## src/rtl/arith_pkg.sv

```systemverilog
// Shared arithmetic-datapath definitions: byte width and the sequencer state encoding.
package arith_pkg;

    localparam int BYTE_W = 8;

    typedef enum logic [1:0] {
        IDLE,
        RUN,
        DONE
    } state_t;

endpackage

```

## src/rtl/cla8_slice.sv

```systemverilog
// 8-bit carry-lookahead adder slice with carry-in; purely combinational.
module cla8_slice
    import arith_pkg::*;
(
    input  logic [BYTE_W-1:0] a,
    input  logic [BYTE_W-1:0] b,
    input  logic              ci,
    output logic [BYTE_W-1:0] s,
    output logic              co
);

    logic [BYTE_W-1:0] g;
    logic [BYTE_W-1:0] p;
    logic [BYTE_W:0]   c;

    assign g = a & b;
    assign p = a ^ b;

    // Each carry is a flat sum of products: c[i+1] = g[i] | p[i]g[i-1] | ... | p[i:0]ci
    always_comb begin
        logic term;
        logic prod;
        c    = '0;
        term = 1'b0;
        prod = 1'b0;
        c[0] = ci;
        for (int unsigned i = 0; i < BYTE_W; i++) begin
            term = ci;
            for (int unsigned j = 0; j <= i; j++) begin
                term = term & p[j];
            end
            for (int unsigned j = 0; j <= i; j++) begin
                prod = g[j];
                for (int unsigned k = j + 1; k <= i; k++) begin
                    prod = prod & p[k];
                end
                term = term | prod;
            end
            c[i+1] = term;
        end
    end

    assign s  = p ^ c[BYTE_W-1:0];
    assign co = c[BYTE_W];

endmodule

```

## src/rtl/multibyte_add_sequencer.sv

```systemverilog
// Wide add/subtract built from one 8-bit CLA slice stepped LSB byte first,
// with the carry chained through a 1-bit register between cycles.
module multibyte_add_sequencer
    import arith_pkg::*;
#(
    parameter int NBYTES = 4
) (
    input  logic                   clk,
    input  logic                   rst,
    input  logic                   in_valid,
    output logic                   in_ready,
    input  logic [BYTE_W*NBYTES-1:0] a,
    input  logic [BYTE_W*NBYTES-1:0] b,
    input  logic                   cin,
    input  logic                   sub,
    output logic                   out_valid,
    input  logic                   out_ready,
    output logic [BYTE_W*NBYTES-1:0] sum,
    output logic                   cout,
    output logic                   overflow,
    output logic                   busy
);

    localparam int W  = BYTE_W * NBYTES;
    localparam int IW = $clog2(NBYTES);
    localparam logic [IW-1:0] LAST = IW'(NBYTES - 1);

    state_t            state;
    logic [W-1:0]      a_r;
    logic [W-1:0]      b_r;
    logic              carry;
    logic [IW-1:0]     idx;
    logic [BYTE_W-1:0] s_byte;
    logic              co_byte;

    cla8_slice u_slice (
        .a  (a_r[BYTE_W*idx +: BYTE_W]),
        .b  (b_r[BYTE_W*idx +: BYTE_W]),
        .ci (carry),
        .s  (s_byte),
        .co (co_byte)
    );

    assign in_ready = (state == IDLE);

    always_ff @(posedge clk or posedge rst) begin
        if (rst) begin
            state     <= IDLE;
            a_r       <= '0;
            b_r       <= '0;
            carry     <= 1'b0;
            idx       <= '0;
            sum       <= '0;
            cout      <= 1'b0;
            overflow  <= 1'b0;
            out_valid <= 1'b0;
            busy      <= 1'b0;
        end else begin
            case (state)
                IDLE: begin
                    if (in_valid) begin
                        a_r   <= a;
                        b_r   <= sub ? ~b : b;
                        carry <= sub ? 1'b1 : cin;
                        idx   <= '0;
                        busy  <= 1'b1;
                        state <= RUN;
                    end
                end
                RUN: begin
                    sum[BYTE_W*idx +: BYTE_W] <= s_byte;
                    carry                     <= co_byte;
                    if (idx == LAST) begin
                        cout      <= co_byte;
                        // s_byte[7] is the MSB of the final result on this cycle
                        overflow  <= (a_r[W-1] == b_r[W-1]) && (s_byte[BYTE_W-1] != a_r[W-1]);
                        out_valid <= 1'b1;
                        state     <= DONE;
                    end else begin
                        idx <= idx + 1'b1;
                    end
                end
                DONE: begin
                    if (out_ready) begin
                        out_valid <= 1'b0;
                        busy      <= 1'b0;
                        state     <= IDLE;
                    end
                end
                default: state <= IDLE;
            endcase
        end
    end

endmodule
```

## config.mk

```make
export PLATFORM = sky130hd
export DESIGN_NAME = multibyte_add_sequencer
export DESIGN_NICKNAME = d
export VERILOG_FILES = /design/src/rtl/arith_pkg.sv /design/src/rtl/cla8_slice.sv /design/src/rtl/multibyte_add_sequencer.sv
export SDC_FILE = /design/constraint.sdc
export NUM_CORES = 1
export LEC_CHECK = 0
export BUFFER_PORTS_ARGS = -buffer_cell sky130_fd_sc_hd__buf_2
export CORE_ASPECT_RATIO = 1.25
export CORE_MARGIN = 3
export CORE_UTILIZATION = 55
export DETAILED_ROUTE_END_ITERATION = 12
export HOLD_SLACK_MARGIN = 0.02
export PLACE_DENSITY_LB_ADDON = 0.25
export SYNTH_ARGS = -nofsm -noshare
export SYNTH_HDL_FRONTEND = slang
export SYNTH_SLANG_ARGS = --single-unit
```

## constraint.sdc

```tcl
create_clock -name clk -period 4.5 [get_ports clk]
set_input_delay 0.675 -clock clk [delete_from_list [all_inputs] [get_ports clk]]
set_output_delay 0.675 -clock clk [all_outputs]
set_load 0.03 [all_outputs]
```

==> impl_metrics.prom <==
# TYPE chip_impl_metric gauge
chip_impl_info{name="outcome",value="completed"} 1
chip_impl_metric{name="clock_skew",unit="ns"} 0.00969
chip_impl_metric{name="grt_pass1_vias",unit=""} 3586
chip_impl_metric{name="pwr-share-seq",unit=""} 0.332
chip_impl_metric{name="grt.total_usage",unit=""} 0.216
chip_impl_metric{name="finalNetCount",unit=""} 606
chip_impl_metric{name="chipHeight",unit="µm"} 113
chip_impl_metric{name="p_leak",unit="nW"} 2.64
chip_impl_info{name="critPathLaunchType",value="flip-flop"} 1
chip_impl_metric{name="finalWorstPathRequiredPeriod",unit="ns"} 3.03
chip_impl_metric{name="grt_start_max_net_pins",unit=""} 99
chip_impl_metric{name="final_antenna_net_count",unit=""} 0
chip_impl_metric{name="post_layout_nonfiller_instances",unit=""} 645
chip_impl_metric{name="max_freq",unit="MHz"} 330
chip_impl_metric{name="arrival",unit="ns"} 3.28
chip_impl_metric{name="timing.critical_path.slowest_cell_delay",unit="ns"} 0.93
chip_impl_metric{name="detailedPlace.worstSlack",unit="ns"} 1.48
chip_impl_metric{name="io_pins",unit=""} 107
chip_impl_metric{name="switching_power",unit="mW"} 2.13
chip_impl_metric{name="antenna_found_initial",unit=""} 0
chip_impl_metric{name="number_of_warnings_reported_in_the_yosys_synthesis_log",unit=""} 0
chip_impl_metric{name="deepest_clock_path_buffer_count",unit=""} 2
chip_impl_info{name="synth_area_leader_cell",value="sky130_fd_sc_hd__dfrtp_1"} 1
chip_impl_info{name="most_common_cell_after_layout_fill_and_taps_aside",value="sky130_fd_sc_hd__buf_2"} 1
chip_impl_info{name="cts_tree",value="built"} 1
chip_impl_metric{name="place_inst",unit=""} 629
chip_impl_info{name="layout_common_cells",value="106 x sky130_fd_sc_hd__buf_2, 105 x sky130_fd_sc_hd__dfrtp_1, 45 x sky130_fd_sc_hd__nor2_1"} 1
chip_impl_metric{name="h-tree-depth",unit=""} 3
chip_impl_metric{name="cts-hold-fix-buffers",unit=""} 0
chip_impl_metric{name="post_route_cells_drive_above_1_share",unit=""} 0.347
chip_impl_info{name="worst_r2r_endpoint",value="sum[21]$_DFFE_PP0P_"} 1
chip_impl_metric{name="seq_area_frac_synth",unit=""} 0.525
chip_impl_metric{name="synth_fp_nets",unit=""} 507
chip_impl_metric{name="cp_num_buf_inv",unit=""} 0
chip_impl_info{name="rsz0062_at_grt",value="false"} 1
chip_impl_metric{name="vdd_drop_max",unit="V"} 0.000402
chip_impl_metric{name="coreArea",unit="mm²"} 0.00880
chip_impl_metric{name="worst_pin_slew",unit="ns"} 0.972
chip_impl_metric{name="numPortBuffers",unit=""} 106
chip_impl_info{name="critical_path_class",value="flip-flop to flip-flop"} 1
chip_impl_metric{name="synth_area_per_cell",unit="µm²"} 11.9
chip_impl_info{name="critical_path.top_delay_family",value="flip-flops"} 1
chip_impl_metric{name="antenna-diode-count",unit=""} 0
chip_impl_metric{name="ys_seq_elements",unit=""} 105
chip_impl_metric{name="post-route-worst-setup-slack",unit="ns"} 1.47
chip_impl_info{name="cp-end-kind",value="flip-flop"} 1
chip_impl_info{name="critPathMostFrequentCell",value="sky130_fd_sc_hd__ha_1"} 1
chip_impl_metric{name="detail_route.wl_per_cell",unit="µm"} 15.7
chip_impl_metric{name="num_vias",unit=""} 3446
chip_impl_metric{name="clk_transition_reported_paths",unit="ns"} 0.09
chip_impl_metric{name="cts_resized",unit=""} 0
chip_impl_metric{name="synth_edf_count",unit=""} 0
chip_impl_info{name="synth.top_cells.by_area",value="sky130_fd_sc_hd__dfrtp_1 52%, sky130_fd_sc_hd__mux2_2 7.4%, sky130_fd_sc_hd__mux4_2 7.2%"} 1
chip_impl_metric{name="totalNegativeSetupSlack",unit="ns"} 0
chip_impl_metric{name="area_growth",unit="%"} 16.1
chip_impl_metric{name="placedInstanceArea",unit="mm²"} 0.00562
chip_impl_metric{name="place_congestion",unit=""} 0.792
chip_impl_metric{name="synth_cells",unit=""} 421
chip_impl_metric{name="fin_area",unit="mm²"} 0.00581
chip_impl_metric{name="post-route-period-util",unit=""} 0.673
chip_impl_metric{name="cts_setup_buffers",unit=""} 0
chip_impl_info{name="cp-startpoint",value="idx[1]$_DFFE_PP0P_"} 1
chip_impl_metric{name="yosys.area.top_type_share",unit=""} 0.525
chip_impl_metric{name="slew_headroom",unit=""} 0.352
chip_impl_metric{name="total_routed_wirelength",unit="µm"} 10200
chip_impl_metric{name="postSynth.asyncResetShare",unit=""} 1.00
chip_impl_metric{name="worst-path-max-fanout",unit=""} 22
chip_impl_metric{name="rows",unit=""} 38
chip_impl_metric{name="synth.cell_area",unit="mm²"} 0.00501
chip_impl_metric{name="synth_cell_type_count",unit=""} 42
chip_impl_metric{name="clockPowerShare",unit=""} 0.117
chip_impl_metric{name="maxCapViolCount",unit=""} 0
chip_impl_info{name="timing.critical_path.cells",value="mux4_2 -> ha_1 -> ha_1 -> o21a_1 -> o221ai_2 -> and2b_1 -> xnor2_1 -> a22o_1"} 1
chip_impl_metric{name="dp_hpwl",unit="µm"} 7600
chip_impl_metric{name="clkLatencyLatePin",unit="ns"} 0.37
chip_impl_metric{name="drt-initial-drc-count",unit=""} 158
chip_impl_metric{name="intPower",unit="mW"} 2.77
chip_impl_metric{name="p_total",unit="mW"} 4.89
chip_impl_metric{name="via_per_inst",unit=""} 5.34
chip_impl_metric{name="final-setup-viol-count",unit=""} 0
chip_impl_info{name="critical-path-slowest-cell",value="sky130_fd_sc_hd__dfrtp_1"} 1
chip_impl_metric{name="grt_pass1_wl",unit="µm"} 17500
chip_impl_metric{name="floorplan.initialDensity",unit=""} 0.569
chip_impl_metric{name="drv_slew",unit=""} 0
chip_impl_metric{name="clock_sink_count",unit=""} 105
chip_impl_info{name="synth-main-ff-cell",value="sky130_fd_sc_hd__dfrtp_1"} 1
chip_impl_metric{name="drt_first_pass_iters",unit=""} 4
chip_impl_metric{name="cts_inserted_buffers",unit=""} 9
chip_impl_metric{name="multi_input_area",unit="mm²"} 0.00226
chip_impl_info{name="r2r_start",value="idx[1]$_DFFE_PP0P_"} 1
chip_impl_info{name="min-delay-path-class",value="input port to asynchronous set/reset pin"} 1
chip_impl_metric{name="die_w",unit="µm"} 91.3
chip_impl_metric{name="route.detailed.drc",unit=""} 0
chip_impl_metric{name="crit_required",unit="ns"} 4.76
chip_impl_metric{name="r2r_slack",unit="ns"} 1.47
chip_impl_metric{name="area_taken_by_flip_flops_and_latches",unit="mm²"} 0.00263
chip_impl_metric{name="holdWs",unit="ns"} 0.451
chip_impl_metric{name="design.die.area",unit="mm²"} 0.0103
chip_impl_metric{name="power_density",unit="mW/mm²"} 842
chip_impl_metric{name="globalRoute.totalOverflow",unit=""} 0
chip_impl_metric{name="swShare",unit=""} 0.435
chip_impl_metric{name="ff2ff_path_depth",unit=""} 8
chip_impl_metric{name="nFillCells",unit=""} 684
chip_impl_info{name="clockRootBuffer",value="sky130_fd_sc_hd__clkbuf_8"} 1
chip_impl_metric{name="comb_power_share",unit=""} 0.552
chip_impl_metric{name="fin_util",unit=""} 0.661
chip_impl_metric{name="report.final.hold_viol_count",unit=""} 0
-- state kept, by name, summed over array words and instances, names as in the netlist --
name       count
state          2
cout           1
idx            2
a_r           32
busy           1
out_valid      1
overflow       1
b_r           32
carry          1
sum           32
-- routing by layer --
layer | part of all wire | wire [µm] | GRT usage | vias to the layer above
li1 | - | - | - | 1678
met1 | 0.43 | 4370 | 0.287 | 1666
met2 | 0.51 | 5130 | 0.356 | 88
met3 | 0.042 | 423 | 0.0369 | 14
met4 | 0.022 | 227 | 0.0835 | 0
met5 | 0 | 0 | 0 | -
-- worst register-to-register path, stage by stage, from the launching register on --
cell and delay [ns]:
sky130_fd_sc_hd__dfrtp_1 0.93, sky130_fd_sc_hd__mux4_2 0.46, sky130_fd_sc_hd__ha_1 0.32, sky130_fd_sc_hd__ha_1 0.18, sky130_fd_sc_hd__o21a_1 0.21, sky130_fd_sc_hd__o221ai_2 0.29, sky130_fd_sc_hd__and2b_1 0.18, sky130_fd_sc_hd__xnor2_1 0.12
sky130_fd_sc_hd__a22o_1 0.23
-- final cells by class --
type                            count  share of cell area
Inverter                            7             0.00495
Sequential cell                   105               0.452
Clock buffer                       13              0.0256
Multi-Input combinational cell    288               0.389
Tap cell                          120              0.0258
Clock inverter                      3             0.00689
Timing Repair Buffer              109              0.0952
-- kinds of logic (layout without fill, tap and decap cells) --
family	count (synthesis)	in the layout	share of synthesized area
AOI/OAI and AO/OA	90	90	0.109
xor gates and xnor gates	37	37	0.0647
and+or+nand+nor	96	96	0.0892
buffers and inverters	28	132	0.0242
muxes	49	49	0.146
adders and majority gates	16	16	0.0415
DFF	105	105	0.525
-- synth_stat cells, types with 2 or more instances --
master / number
sky130_fd_sc_hd__dfrtp_1: 105
sky130_fd_sc_hd__nor2_1: 45
sky130_fd_sc_hd__a21oi_1: 40
sky130_fd_sc_hd__xnor2_1: 36
sky130_fd_sc_hd__mux2_2: 33
sky130_fd_sc_hd__nand2_1: 27
sky130_fd_sc_hd__a22o_1: 16
sky130_fd_sc_hd__mux4_2: 16
sky130_fd_sc_hd__ha_1: 15
sky130_fd_sc_hd__o21ai_1: 15
sky130_fd_sc_hd__buf_2: 10
sky130_fd_sc_hd__o21ai_0: 8
sky130_fd_sc_hd__inv_1: 7
sky130_fd_sc_hd__clkbuf_1: 6
sky130_fd_sc_hd__buf_1: 4
sky130_fd_sc_hd__nor2b_1: 3
sky130_fd_sc_hd__nor3_1: 3
sky130_fd_sc_hd__nand2_2: 2
sky130_fd_sc_hd__nand3_1: 2
sky130_fd_sc_hd__nor3_2: 2
sky130_fd_sc_hd__nor3b_1: 2
sky130_fd_sc_hd__o211ai_1: 2
sky130_fd_sc_hd__o21a_1: 2
sky130_fd_sc_hd__or3_1: 2
-- power by group through the flow --
stage / Sequential (mW) / Clock (mW) / Combinational [mW]
finish: 1.62 / 0.572 / 2.70
global route: 1.68 / 0.629 / 2.98
global placement: 1.63 / 0 / 2.64
CTS: 1.63 / 0.584 / 2.73
floorplan: 1.73 / 0 / 1.96
detailed placement: 1.65 / 0 / 2.72
-- worst max path at each step --
stage,to,depth (start not counted)
after global routing,cout$_DFFE_PP0P_,8
after global placement,sum[29]$_DFFE_PP0P_,8
after detailed placement,cout$_DFFE_PP0P_,8
after floorplan,a_r[0]$_DFFE_PP0P_,1
after CTS,sum[13]$_DFFE_PP0P_,8
final,sum[21]$_DFFE_PP0P_,8
(Power assumes the default switching activity.)
